--- src/rtl/megaram_mem_bridge.sv ---
// Bridges MegaRAM cartridge bus cycles onto a req/ack memory port.
// A single-entry read cache lets repeated reads of one address complete without stalling the Z80.
module megaram_mem_bridge #(
    parameter int TIMEOUT_CYCLES = 255,
    parameter bit CACHE_EN       = 1'b1
) (
    input  logic        clk,
    input  logic        reset,
    input  logic        cart_ena,
    input  logic        ram_ena,
    input  logic [22:0] mem_addr,
    input  logic        rd_n,
    input  logic        wr_n,
    input  logic [7:0]  cdin,
    input  logic        cache_flush,
    output logic        mem_req,
    output logic        mem_we,
    output logic [22:0] mem_a,
    output logic [7:0]  mem_wdata,
    input  logic        mem_ack,
    input  logic [7:0]  mem_rdata,
    output logic [7:0]  cdout,
    output logic        data_oe,
    output logic        wait_n,
    output logic        timeout_err
);

    localparam int CW = $clog2(TIMEOUT_CYCLES + 1);

    typedef enum logic [1:0] {IDLE, REQ, HOLD} state_t;

    state_t        state;
    logic [CW-1:0] tmo_cnt;
    logic          cache_valid;
    logic [22:0]   cache_tag;
    logic [7:0]    cache_data;
    logic          rd_trig;
    logic          wr_trig;
    logic          hit;

    // Simultaneous rd_n/wr_n is treated as a glitch and starts nothing.
    always_comb begin
        rd_trig = cart_ena && !rd_n && wr_n;
        wr_trig = cart_ena && !wr_n && rd_n && ram_ena;
        hit     = CACHE_EN && cache_valid && (cache_tag == mem_addr);
    end

    always_ff @(posedge clk) begin
        if (reset) begin
            state       <= IDLE;
            mem_req     <= 1'b0;
            mem_we      <= 1'b0;
            mem_a       <= '0;
            mem_wdata   <= '0;
            cdout       <= 8'hFF;
            data_oe     <= 1'b0;
            wait_n      <= 1'b1;
            timeout_err <= 1'b0;
            tmo_cnt     <= '0;
            cache_valid <= 1'b0;
            cache_tag   <= '0;
            cache_data  <= '0;
        end else begin
            case (state)
                IDLE: begin
                    if (rd_trig && hit) begin
                        state   <= HOLD;
                        cdout   <= cache_data;
                        data_oe <= 1'b1;
                    end else if (rd_trig || wr_trig) begin
                        state     <= REQ;
                        mem_req   <= 1'b1;
                        wait_n    <= 1'b0;
                        mem_a     <= mem_addr;
                        mem_we    <= wr_trig;
                        mem_wdata <= cdin;
                        tmo_cnt   <= '0;
                    end
                end
                REQ: begin
                    // An ack in the final counted cycle still wins over the abort.
                    if (mem_ack) begin
                        state   <= HOLD;
                        mem_req <= 1'b0;
                        wait_n  <= 1'b1;
                        data_oe <= !mem_we;
                        if (!mem_we) begin
                            cdout       <= mem_rdata;
                            cache_valid <= 1'b1;
                            cache_tag   <= mem_a;
                            cache_data  <= mem_rdata;
                        end else if (cache_tag == mem_a) begin
                            cache_data <= mem_wdata;
                        end
                    end else if (tmo_cnt == CW'(TIMEOUT_CYCLES - 1)) begin
                        state       <= HOLD;
                        mem_req     <= 1'b0;
                        wait_n      <= 1'b1;
                        cdout       <= 8'hFF;
                        data_oe     <= !mem_we;
                        timeout_err <= 1'b1;
                    end else begin
                        tmo_cnt <= tmo_cnt + 1'b1;
                    end
                end
                HOLD: begin
                    if ((rd_n && wr_n) || !cart_ena) begin
                        state   <= IDLE;
                        data_oe <= 1'b0;
                    end
                end
                default: state <= IDLE;
            endcase
            if (cache_flush)
                cache_valid <= 1'b0;
        end
    end

endmodule

--- config.mk ---
export PLATFORM = sky130hd
export DESIGN_NAME = megaram_mem_bridge
export DESIGN_NICKNAME = d
export VERILOG_FILES = /design/src/rtl/megaram_mem_bridge.sv
export SDC_FILE = /design/constraint.sdc
export NUM_CORES = 1
export LEC_CHECK = 0
export ABC_AREA = 1
export BUFFER_PORTS_ARGS = -buffer_cell sky130_fd_sc_hd__buf_4
export CAP_MARGIN = 20
export CELL_PAD_IN_SITES_DETAIL_PLACEMENT = 2
export CELL_PAD_IN_SITES_GLOBAL_PLACEMENT = 2
export CORE_MARGIN = 4
export CORE_UTILIZATION = 32
export DETAILED_ROUTE_END_ITERATION = 8
export PLACE_DENSITY = 0.89
export SETUP_SLACK_MARGIN = 0.4
export SLEW_MARGIN = 20
export SYNTH_ARGS = -nofsm -noshare
export SYNTH_HDL_FRONTEND = slang
export SYNTH_SLANG_ARGS = --single-unit
--- constraint.sdc ---
create_clock -name clk -period 3.2 [get_ports clk]
set_input_delay 0.48 -clock clk [delete_from_list [all_inputs] [get_ports clk]]
set_output_delay 0.48 -clock clk [all_outputs]
set_load 0.02 [all_outputs]
==> reports/results.ini <==
[power_and_ir_drop]
p_seq_share_pct = 41.2
switchingPower_mw = 0.8220
pwr-share-clk_pct = 41.6
switching_share_pct = 28.44
p_comb_share_pct = 17.2
max-vdd-ir-drop_uv = 256.1
power.leakage_nw = 2.312
p_per_area_mw_per_mm2 = 529.3
p_int_mw = 2.068
p_total_mw = 2.890

[worst_setup_path]
cp.required_ns = 3.44
slowest_stage = dfxtp_1
cpMostUsedCell = inv_2
max_stage_delay_ns = 0.36
start_kind = register
cp_max_fo = 42
path_class = reg -> reg
cp-end-kind = register
path_cells = inv_2 -> nand2_1 -> nor2_2 -> inv_2 -> nor2_2 -> inv_4 -> nand2_2 -> inv_2 -> nor2_1 -> nor2_1
worstPathArrival_ns = 2.86

[yosys]
yosys.area.top_type_share_pct = 39.80
syn_area_per_cell_sq_um = 7.173
synth_area_sq_mm = 0.004325
synth_mux_area_share_pct = 0
synth_cell_types = 34
synth-compound-area-share_pct = 13.94
syn_inst = 603
yosys_warnings = 0
synth_xor_area_share_pct = 6.075
yosys.area_share.simple_pct = 31.85
yosys.area_share.adder_pct = 0.5785
synthTopCellsByArea = dfxtp_1 40%, nand2_1 12%, nand3_1 6.5%
synth_fp_nets = 652
ys_ff_latch = 86
synth_top_family_by_area = simple AND/OR/NAND/NOR gates
netlist.top_cell.by_area = dfxtp_1
ys_seq_area_share_pct = 39.80

[clock_network]
cts_tree = done
clk-insertion-delay-late_ns = 0.35
path_clk_slew_ns = 0.07
clock_sinks = 86
post_cts_buffers = 0
cts_max_path_buffers = 2
cts_max_level = 3
cts_buffers = 9
clock-root-buffer = clkbuf_16

[sta]
fmax_ghz = 0.3815
fin_crit_ns = 2.621
min_period_over_period_pct = 81.91
finalSetupViolCount = 0
fin_hold_ws_ns = 0.3154
relSlewSlack_pct = 46.49
worstMarginPinSlew_ns = 0.8026
final.setup.tns_ns = 0
finClkSkew_ns = 0.009092
rsz0062_at_grt = no
finalMaxSlewViolations = 0
hold_viol_final = 0

[place]
port_buffers = 90
hpwl_um = 12020
place_congestion = 0.8173

[floorplanning]
ios = 91
die_h_um = 124.3
dieArea_sq_mm = 0.01544
num_rows = 42
chipWidth_um = 124.3
core_area_sq_mm = 0.01324
start_util_pct = 32.66

[global_route]
grt_pass1_wl_um = 27920
grt_usage_pct = 22.54
global_route.usage.met3_pct = 3.859
antenna_found_initial = 0
grt-ovfl-total = 0
busiest_layer = met2
met1_usage_pct = 25.74
grt_pass1_vias = 5114
grt_max_degree = 43
grt_util_met2_pct = 40.49

[finish]
fillers = 1556
num_antenna_cells = 0
drive_above_1_share_pct = 22.42
syn2layout_area_growth_pct = 26.24
layout.nets = 731

[detailed_routing]
routedWlPerCell_um = 20.01
wirelength_um = 17270
drtIter0Drc = 214
vias = 4507
vias_per_cell = 5.222
ant_nets = 0
first_pass_iters = 4
route.detailed.drc = 0

[hold_path]
hold_path.class = in -> reg

[flow_run]
max_cap_viol_count = 0

[outcome]
status = complete, no violations

state kept, by name (all words and copies together), names as in the netlist:
signal and cells:
mem_wdata 8, mem_req 1, timeout_err 1, state 2
tmo_cnt 8, cdout 8, cache_tag 23, mem_a 23
cache_data 8, data_oe 1, mem_we 1, wait_n 1
cache_valid 1
synth_stat cells:
cell type,n
buf_1,2
inv_2,13
nand2_8,1
a21oi_1,54
nand4_1,18
nand2_1,137
nor2_2,3
buf_6,3
nand2_4,2
buf_2,4
o21ai_1,29
clkinv_1,1
buf_4,1
dfxtp_1,86
or2_2,1
inv_1,41
xor2_1,3
o22a_1,8
nor2_4,4
nor3b_1,1
clkbuf_1,16
nand2_2,9
o21ai_0,9
nor2_8,1
o2111a_1,1
nand4_4,1
nand3_1,56
nor3_2,1
ha_1,2
a21oi_2,7
nor2_1,58
xnor2_1,27
nor3_1,1
nand3_2,2
worst max-delay path, delay by kind of cell, from the launching register on:
kind | cells | cell delay, ns
buffers and inverters | 4 | 0.66
flip-flops | 1 | 0.36
AND/OR/NAND/NOR | 6 | 1.48
repair_timing:
item                       4_1_cts  5_1_grt
setup endpoints to repair        0        8
gates resized for setup          0        2
hold buffers                     0        0
cell families (layout without fill, tap and decap cells):
family,count (synthesis),after routing
XOR/XNOR,30,30
buffers and inverters,81,165
AND/OR/NAND/NOR,296,296
AO/OA/AOI/OAI,108,108
flip-flops,86,86
adder cells (fa/ha/maj),2,2
placed cells by master (no fill, tap or decap), types with 2 or more instances in the layout:
cell	instances
dfxtp_1	86
nand2_2	9
o21ai_0	9
o22a_1	8
nand2_4	2
xnor2_1	27
ha_1	2
nand2_1	137
o21ai_1	29
nand4_1	18
bufinv_16	2
nor2_4	4
nand3_2	2
inv_2	12
inv_1	41
clkbuf_8	3
a21oi_2	7
clkbuf_16	9
a21oi_1	54
nand3_1	56
xor2_1	3
nor2_1	58
buf_4	94
nor2_2	3
worst paths after layout:
check              start             to  slack (ns)  depth (start not counted)
min          cache_flush    cache_valid        0.32                          2
min reg2reg      mem_req        mem_req        0.47                          2
max reg2reg     state[1]  cache_data[5]        0.58                         10
max             state[1]  cache_data[5]        0.58                         10
stage by stage:
step                      util [%]  setup WS, ns  instances  instance area (sq um)
after floorplan                  -         1.615        603                   4325
after global placement       38.68        0.9527        847                   5122
after detailed placement     38.68        0.6857        847                   5122
after CTS                    41.21        0.4926        863                   5458
after global routing         41.23        0.4140        863                   5460
final                        41.23        0.5790        863                   5460
cell type report:
cell class                 instances  area [sq um]  area share (%)
clock buffer                      13         270.3           4.950
clock inverter                     3         65.06           1.192
multi-input combinational        436          2268           41.54
timing repair buffer              94         705.7           12.92
inverter                          55         209.0           3.827
tap                              176         220.2           4.033
sequential                        86          1722           31.53
power groups by stage:
stage	Clock (mW)	Sequential, mW	Combinational (mW)
after global routing	1.27	1.20	0.543
after CTS	1.22	1.19	0.501
after floorplan	0	1.23	0.254
final	1.20	1.19	0.496
after global placement	0	1.21	0.452
after detailed placement	0	1.21	0.485
metal layers:
metal  routed length [um]  share of wire, %  vias to the layer above
met3                  561               3.2                       38
met5                    0                 0                        -
li1                     -                 -                     2125
met1                 7023                41                     2230
met2                 9087                53                      114
met4                  592               3.4                        0
No activity file was read; power rests on OpenSTA's default activity.
